`src/rtl/snn_mac_lif_array.sv`:
```
// Array of leaky integrate-and-fire neurons sharing one latched binary input vector.
// One input is accumulated per cycle into every neuron in parallel; FIRE applies leak, bias and refractory hold.
module snn_mac_lif_array #(
    parameter int NUM_INPUTS  = 25,
    parameter int NUM_NEURONS = 4,
    parameter int W_W         = 8,
    parameter int ACC_W       = 16,
    parameter int THRESH      = 64,
    parameter int LEAK_SHIFT  = 3,
    parameter int REFRAC      = 2
) (
    input  logic                                  clk,
    input  logic                                  reset,
    input  logic                                  pulse,
    input  logic [NUM_INPUTS-1:0]                 pixelsIn,
    input  logic [NUM_NEURONS*NUM_INPUTS*W_W-1:0] weightsIn,
    input  logic [NUM_NEURONS*W_W-1:0]            bias,
    output logic                                  busy,
    output logic                                  spk_valid,
    output logic [NUM_NEURONS-1:0]                spk_out
);
    localparam int IDX_W = (NUM_INPUTS > 1) ? $clog2(NUM_INPUTS) : 1;
    localparam int RF_W  = (REFRAC > 0) ? $clog2(REFRAC + 1) : 1;
    localparam int VX_W  = ACC_W + 2;
    localparam logic signed [VX_W-1:0] V_MAX    = {3'b000, {(ACC_W-1){1'b1}}};
    localparam logic signed [VX_W-1:0] V_THR    = VX_W'(THRESH);
    localparam logic [RF_W-1:0]        RF_LOAD  = RF_W'(REFRAC);
    localparam logic [IDX_W-1:0]       IDX_LAST = IDX_W'(NUM_INPUTS - 1);

    typedef enum logic [1:0] {S_IDLE, S_ACCUM, S_FIRE} state_t;

    state_t                   state_q, state_d;
    logic [IDX_W-1:0]         idx_q, idx_d;
    logic [NUM_INPUTS-1:0]    pix_q, pix_d;
    logic signed [ACC_W-1:0]  acc_q [NUM_NEURONS];
    logic signed [ACC_W-1:0]  acc_d [NUM_NEURONS];
    logic signed [ACC_W-1:0]  v_q [NUM_NEURONS];
    logic signed [ACC_W-1:0]  v_d [NUM_NEURONS];
    logic [RF_W-1:0]          refrac_q [NUM_NEURONS];
    logic [RF_W-1:0]          refrac_d [NUM_NEURONS];
    logic                     busy_q, busy_d;
    logic                     spk_valid_q, spk_valid_d;
    logic [NUM_NEURONS-1:0]   spk_out_q, spk_out_d;
    logic signed [VX_W-1:0]   v_next [NUM_NEURONS];

    // Signed add that pins at the ACC_W rails instead of wrapping.
    function automatic logic signed [ACC_W-1:0] sat_add(input logic signed [ACC_W-1:0] a,
                                                        input logic signed [W_W-1:0]   w);
        logic signed [ACC_W:0] s;
        s = {a[ACC_W-1], a} + {{(ACC_W+1-W_W){w[W_W-1]}}, w};
        if (s[ACC_W] != s[ACC_W-1])
            return s[ACC_W] ? {1'b1, {(ACC_W-1){1'b0}}} : {1'b0, {(ACC_W-1){1'b1}}};
        return s[ACC_W-1:0];
    endfunction

    function automatic logic signed [VX_W-1:0] lif_next(input logic signed [ACC_W-1:0] v,
                                                        input logic signed [ACC_W-1:0] a,
                                                        input logic signed [W_W-1:0]   b);
        logic signed [VX_W-1:0] vx, leak, sum;
        vx   = {{2{v[ACC_W-1]}}, v};
        leak = (LEAK_SHIFT == 0) ? '0 : (vx >>> LEAK_SHIFT);
        sum  = vx - leak + {{2{a[ACC_W-1]}}, a} + {{(VX_W-W_W){b[W_W-1]}}, b};
        if (sum < 0)     return '0;
        if (sum > V_MAX) return V_MAX;
        return sum;
    endfunction

    always_comb begin
        // NOTE: every _d gets a default first so no path through the case can infer a latch.
        state_d     = state_q;
        idx_d       = idx_q;
        pix_d       = pix_q;
        acc_d       = acc_q;
        v_d         = v_q;
        refrac_d    = refrac_q;
        busy_d      = busy_q;
        spk_valid_d = 1'b0;
        spk_out_d   = spk_out_q;
        for (int n = 0; n < NUM_NEURONS; n++)
            v_next[n] = lif_next(v_q[n], acc_q[n], bias[n*W_W +: W_W]);

        case (state_q)
            S_IDLE: begin
                if (pulse) begin
                    pix_d   = pixelsIn;
                    idx_d   = '0;
                    busy_d  = 1'b1;
                    state_d = S_ACCUM;
                    for (int n = 0; n < NUM_NEURONS; n++)
                        acc_d[n] = '0;
                end
            end
            S_ACCUM: begin
                for (int n = 0; n < NUM_NEURONS; n++)
                    if (pix_q[idx_q])
                        acc_d[n] = sat_add(acc_q[n],
                                           weightsIn[(n*NUM_INPUTS + int'(idx_q))*W_W +: W_W]);
                if (idx_q == IDX_LAST) state_d = S_FIRE;
                else                   idx_d   = idx_q + 1'b1;
            end
            S_FIRE: begin
                for (int n = 0; n < NUM_NEURONS; n++) begin
                    if (refrac_q[n] != '0) begin
                        refrac_d[n]  = refrac_q[n] - 1'b1;
                        v_d[n]       = '0;
                        spk_out_d[n] = 1'b0;
                    end else if (v_next[n] >= V_THR) begin
                        refrac_d[n]  = RF_LOAD;
                        v_d[n]       = '0;
                        spk_out_d[n] = 1'b1;
                    end else begin
                        v_d[n]       = v_next[n][ACC_W-1:0];
                        spk_out_d[n] = 1'b0;
                    end
                end
                spk_valid_d = 1'b1;
                busy_d      = 1'b0;
                state_d     = S_IDLE;
            end
            default: state_d = S_IDLE;
        endcase
    end

    always_ff @(posedge clk or negedge reset) begin
        if (!reset) begin
            state_q     <= S_IDLE;
            idx_q       <= '0;
            pix_q       <= '0;
            busy_q      <= 1'b0;
            spk_valid_q <= 1'b0;
            spk_out_q   <= '0;
            // NOTE: these per-neuron arrays are plain flops, not RAM, so they are cleared in reset.
            for (int n = 0; n < NUM_NEURONS; n++) begin
                acc_q[n]    <= '0;
                v_q[n]      <= '0;
                refrac_q[n] <= '0;
            end
        end else begin
            // NOTE: non-blocking so every flop samples the pre-edge value of its neighbours.
            state_q     <= state_d;
            idx_q       <= idx_d;
            pix_q       <= pix_d;
            busy_q      <= busy_d;
            spk_valid_q <= spk_valid_d;
            spk_out_q   <= spk_out_d;
            acc_q       <= acc_d;
            v_q         <= v_d;
            refrac_q    <= refrac_d;
        end
    end

    assign busy      = busy_q;
    assign spk_valid = spk_valid_q;
    assign spk_out   = spk_out_q;

endmodule

```
`config.mk`:
```
export PLATFORM = sky130hd
export DESIGN_NAME = snn_mac_lif_array
export DESIGN_NICKNAME = d
export VERILOG_FILES = /design/src/rtl/snn_mac_lif_array.sv
export SDC_FILE = /design/constraint.sdc
export NUM_CORES = 1
export LEC_CHECK = 0
export CORE_AREA = 2 2 333 335
export DETAILED_ROUTE_END_ITERATION = 16
export DIE_AREA = 0 0 335 337
export DONT_BUFFER_PORTS = 1
export PLACE_DENSITY_LB_ADDON = 0.15
export REMOVE_ABC_BUFFERS = 1
export SLEW_MARGIN = 25
export SYNTH_ARGS = -nofsm -noshare
export SYNTH_HDL_FRONTEND = slang
export SYNTH_SLANG_ARGS = --single-unit
```
`constraint.sdc`:
```
create_clock -name clk -period 10.7 [get_ports clk]
set_clock_uncertainty 0.1 [all_clocks]
set_input_delay 0.535 -clock clk [delete_from_list [all_inputs] [get_ports clk]]
set_output_delay 0.535 -clock clk [all_outputs]
set_load 0.02 [all_outputs]
```
# After elaboration in Yosys (flattened, before gate mapping)
# Cells that the tools add are included.
# W data, S select, Z words.
dict set report classes {
  n_addsub 24
  shift 4
  n_lt_le_gt_ge 13
  n_mul 0
  n_reduce_logical 20
  n_eq_ne 11
  div 0
  n_mux 93
  bitwise_logic 0
}
# op count
set op_table {}
lappend op_table {{$shiftx A800 B10 Y8} 1}
lappend op_table {{$shiftx A800 B11 Y8} 1}
lappend op_table {{$shiftx A800 B12 Y8} 1}
lappend op_table {{$shiftx A800 B9 Y8} 1}
lappend op_table {{$mux W16} 24}
lappend op_table {{$mux W18} 16}
lappend op_table {{$pmux W64 S2} 1}
lappend op_table {{$add A17 B16 Y18} 4}
lappend op_table {{$add A18 B18 Y18} 4}
lappend op_table {{$ge A18 B8 Y1 const B} 4}
lappend op_table {{$gt A18 B16 Y1 const B} 4}
lappend op_table {{$lt A18 B1 Y1 const B} 4}
lappend op_table {{$add A16 B8 Y17} 4}
lappend op_table {{$sub A16 B16 Y17} 4}
lappend op_table {{$mux W64} 1}
lappend op_table {{$mux W1} 35}
lappend op_table {{$mux W2} 10}
lappend op_table {{$reduce_bool A2 Y1} 10}
lappend op_table {{$reduce_and A2 Y1} 7}
lappend op_table {{$mux W5} 2}
lappend op_table {{$pmux W5 S2} 1}
lappend op_table {{$add A7 B5 Y8 const A} 1}
lappend op_table {{$ne A2 B2 Y1 const B} 4}
lappend op_table {{$sub A2 B1 Y2 const B} 4}
lappend op_table {{13 further kinds} 17}
dict set report word_totals {
  n_memories 0
  mem_bits_rw 0
  output_inout_bits 6
  register_bits 174
  mem_bits_ro 0
  word_cells 183
  in_bits 860
  latchBits 0
}

# Depth between registers and ports, before layout
dict set report depth {
  word_depth 11
  ltp_mapped 24
  mapped_depth_nobuf 17
}

# Worst setup path before layout
# OpenSTA, ideal clock, no wires.
dict set report synth_timing {
  path_kind {register to register}
  startpoint {reg idx_q[0]}
  endpoint {reg acc_q[20] (netlist bit)}
  required_ps 10468
  n_path_buf 6
  path_stages_with_launch 23
  setup_ps 132
  setup_slack_ps 4753
  synth_period_minus_slack_ps 5947
  arrival_time_ps 5715
  path_cell_list {dfrtp_1 buf_2 buf_2 buf_2 buf_1 mux4_2 mux4_2 mux2_2 ha_1 a21o_1 a21oi_1 o21ai_1 o311a_1 a211oi_1 o41ai_1 a21o_1 a21o_1 xor2_1 ha_1 clkbuf_1 a21o_1 buf_1 o21ai_1}
}
dict set report synth_via {
  elab_chain_len 10
  word_cells_on_any_way 16
  cone_classes {add/sub: 2; eq/ne: 2; shift: 1; mux: 10; reduce/logical: 1}
}
# item line_no
set synth_rtl {}
lappend synth_rtl {{start: declaration} 33} ;# logic [IDX_W-1:0] idx_q, idx_d;
lappend synth_rtl {{start signal: assignment} 141} ;# idx_q <= idx_d;
lappend synth_rtl {{$add A6 B5 Y7} 97} ;# weightsIn[(n*NUM_INPUTS + int'(idx_q))*W_W +: W_W]);
lappend synth_rtl {{$shiftx A800 B11 Y8} 97}
lappend synth_rtl {{$add A16 B8 Y17} 50} ;# s = {a[ACC_W-1], a} + {{(ACC_W+1-W_W){w[W_W-1]}}, w};
lappend synth_rtl {{$ne A1 B1 Y1} 51} ;# if (s[ACC_W] != s[ACC_W-1])
lappend synth_rtl {{$mux W1} 51}
lappend synth_rtl {{$mux W1} 95} ;# if (pix_q[idx_q])
lappend synth_rtl {{$mux W1} 82} ;# case (state_q)
lappend synth_rtl {{$mux W16} 53} ;# return s[ACC_W-1:0];
lappend synth_rtl {{$mux W16} 95}
lappend synth_rtl {{$pmux W64 S2} 82}
lappend synth_rtl {{end signal: indexed assignment} 134} ;# acc_q[n] <= '0;
lappend synth_rtl {{end signal: assignment} 146} ;# acc_q <= acc_d;
lappend synth_rtl {{end: declaration} 35} ;# logic signed [ACC_W-1:0] acc_q [NUM_NEURONS];
# Several ways; a longest one is shown, not always the timed one. The select of a mux whose other input is x is not followed.
# A chain may end at the register's enable or synchronous reset.

# Final worst setup path
dict set report layout_timing {
  startpoint {reg idx_q[0]}
  endpoint {reg acc_q[42] (netlist bit)}
}
dict set report layout_via {
  elab_chain_len 10
  word_cells_on_any_way 16
  cone_classes {add/sub: 2; eq/ne: 2; shift: 1; mux: 10; reduce/logical: 1}
}
# item line_no
set layout_rtl {}
lappend layout_rtl {{$add A5 B5 Y6} 97}
lappend layout_rtl {{$shiftx A800 B10 Y8} 97}
lappend layout_rtl {{$add A16 B8 Y17} 50}
lappend layout_rtl {{$ne A1 B1 Y1} 51}
lappend layout_rtl {{$mux W1} 51}
lappend layout_rtl {{$mux W1} 95}
lappend layout_rtl {{$mux W1} 82}
lappend layout_rtl {{$mux W16} 53}
lappend layout_rtl {{$mux W16} 95}
lappend layout_rtl {{$pmux W64 S2} 82}
# Several ways; a longest one is shown, not always the timed one. The select of a mux whose other input is x is not followed.

==> impl_metrics.ini <==
[worst_setup_path]
critPathCaptureType = flip-flop
worst_setup_path_endpoint = acc_q[42]
cp.arrival_ns = 7.12
crit_type = flip-flop to flip-flop
worstReg2RegStart = idx_q[0]
critPathRequiredTime_ns = 10.97
timing.rr.end = acc_q[42]
crit_fanout = 65
regToRegSetupSlack_ns = 3.85
r2r_cells = 17
crit_start = idx_q[0]
worstSetupStartpointType = flip-flop

[cells_and_area]
fin_nets = 3402
post-route-util = 0.243
syn_to_final_growth_pct = 10.7
nFillCells = 11700
drive_above_1_share = 0.184
fin_cells = 3743

[drt]
ant_nets = 0
dr.pass1.iters = 6
via_count = 18900
drc_errors = 0
routed_via_density = 5.04
drtIter0Drc = 1186
wl_per_cell_um = 26.5
wirelength_um = 99100

[timing]
worstMarginPinSlew_ns = 0.991
rsz0062_at_grt = no
max_slew_margin = 0.339
slew_violations = 0
timing.final.crit_period_ns = 6.85
setup_viol = 0
clock.fmax_mhz = 146
fin_crit_sh = 0.640
hold_viol = 0

[floorplanning]
fp.dieH_um = 337
chipWidth_um = 335
rows = 122
die_area_sq_um = 113000
io_pins = 866
start_util = 0.220
core_sq_um = 110000

[synth]
synth_edf_count = 0
yosysWarningCount = 0
synth_ff_type = dfrtp_1
synth_seq_cells = 174
seq_area_frac_synth = 0.181
synth_area_leaders = mux4_2 28%, dfrtp_1 18%, fa_1 11%, ha_1 8.3%, inv_1 5.5%
synth.distinct_cells = 84
synth_largest_area_cell = mux4_2
synth_area_sq_um = 24100
synthCells = 2306
synthArstFlopShare = 1.00
synth_largest_type_area_fraction = 0.283
syn_area_per_cell_sq_um = 10.4

[clock_tree]
postCtsHoldBufs = 25
cts_tree = done
cts_resized = 0
numClockSinks = 174
htree_levels = 4
clk_path_buf_depth = 2
cts_root_buffer = clkbuf_16
clk_latency_ns = 0.51
post_cts_buffers = 0
cts_buffers = 17
path_clk_slew_ns = 0.08

[placement]
dp_hpwl_um = 83000
gp_congestion = 0.938
io_buffers = 0
placed_cells = 3634

[global_routing]
grtUsageTotal = 0.172
antenna_found_initial = 71
grt_pass1_wl_um = 139000
grt_start_max_net_pins = 175
grt_pass1_vias = 19800
grt_overflow = 0

[power_and_ir_drop]
finalPower_w = 0.0126
p_per_area_nw_per_um2 = 472
vdd_drop_max_v = 0.000282
power_leakage_nw = 11.1

[job]
maxCapViolations = 0

[outcome]
outcome = finished clean

[min_path]
hold_class = primary input to flip-flop
[report_power, final]
group,switching (W),total [W],internal (W)
sequential,0.000412,0.00136,0.000950
combinational,0.00577,0.0105,0.00474
clock,0.000346,0.000706,0.000361
[metal layers]
layer / wire, um / GRT usage / up-vias
met4: 3540 / 0.0710 / 36
met1: 40000 / 0.204 / 9350
met2: 48100 / 0.289 / 838
met3: 7310 / 0.0504 / 189
li1: - / - / 8438
met5: 265 / 0 / -
[worst min path at each step]
stage                     slack [ns]  depth (start not counted)         from    endpoint
final                           0.07                          2  pixelsIn[7]    pix_q[7]
after global routing            0.03                          2  pixelsIn[7]    pix_q[7]
after CTS                     0.0004                          2  pixelsIn[7]    pix_q[7]
after detailed placement        0.17                          0        reset  spk_out[2]
after global placement          0.17                          0        reset  spk_out[2]
after floorplan                 0.14                          0        reset    acc_q[0]
[placed cells by master, fill, tap and decap left out, types with 12 or more instances in the layout]
master,synthesis,layout
inv_1,350,350
mux4_2,303,303
nand2_1,181,181
dfrtp_1,174,169
ha_1,160,160
fa_1,128,128
nor2_1,126,126
a21oi_1,85,84
o21ai_1,78,78
diode_2,0,50
nor3_1,44,44
a21o_1,42,42
xnor2_1,42,42
mux2_2,35,35
xor2_1,35,35
nand3_1,30,30
o21ai_0,28,28
o22ai_1,27,27
nand2b_1,26,26
dlygate4sd3_1,0,25
a211oi_1,18,18
mux2i_1,17,17
clkbuf_16,0,17
buf_4,0,17
o211ai_1,16,16
nand4_1,15,15
a221o_1,15,15
or3_1,14,14
a31oi_1,13,13
nor2b_1,12,12
[area by class of cell]
cell class | count | area [sq um] | share of cell area
inverters | 352 | 1320 | 0.0496
clock buffers | 18 | 439 | 0.0165
flip-flops and latches | 174 | 4370 | 0.164
clock inverters | 14 | 170 | 0.00638
repair buffers | 47 | 484 | 0.0182
multi-input cells | 1662 | 18000 | 0.674
well taps | 1426 | 1780 | 0.0669
diodes | 50 | 125 | 0.00469
[cells by family (layout without fill, tap and decap cells)]
| kind of cell | after synthesis | after routing | synth area share |
|---|---|---|---|
| XOR/XNOR | 77 | 77 | 0.0280 |
| adder cells (fa/ha/maj) | 288 | 288 | 0.190 |
| AO/OA/AOI/OAI | 419 | 419 | 0.116 |
| buffers and inverters | 470 | 431 | 0.0742 |
| flip-flops | 174 | 174 | 0.181 |
| other | 0 | 50 | 0 |
| AND/OR/NAND/NOR | 518 | 518 | 0.102 |
| multiplexers | 360 | 360 | 0.309 |
[cells in the mapped netlist, drive strengths merged, types with 42 or more instances]
master and count:
nor2 126, nor3 44, a21o 42, a21oi 85, buf 42, fa 128
nand2 181, mux4 303, dfrtp 174, o21ai 106, inv 351, clkbuf 76
ha 160, xnor2 42
[state kept, by name (all words and copies together) (netlist names)]
| signal | count |
|---|---|
| spk_valid | 1 |
| state_q | 2 |
| pix_q | 25 |
| busy | 1 |
| acc_q | 64 |
| idx_q | 5 |
| refrac_q | 8 |
| spk_out | 4 |
| v_q | 64 |
[worst max-delay path: stages, from the launching register on]
cell and delay (ns):
dfrtp_4 0.99, buf_12 0.38, mux4_2 0.59, mux4_2 0.54, mux2_2 0.40, ha_1 0.31
a21o_1 0.18, a21oi_1 0.32, o21ai_1 0.11, o311a_1 0.17, a211oi_1 0.35, o41ai_1 0.20
a21o_1 0.21, a21o_1 0.20, xor2_1 0.15, ha_1 0.62, a21o_1 0.46, o21ai_1 0.14
[through the flow]
stage | instance area, sq um | hold slack (ns) | setup slack, ns | TNS, ns
2_1_floorplan | 23600 | 0.139 | -3.07 | -192.78
3_3_place_gp | 25600 | 0.172 | 3.88 | 0
3_5_place_dp | 25600 | 0.173 | 3.78 | 0
4_1_cts | 26500 | 0.000363 | 3.76 | 0
5_1_grt | 26600 | 0.0294 | 3.27 | 0
6_report | 26700 | 0.0662 | 3.85 | 0
(Power assumes the default switching activity.)
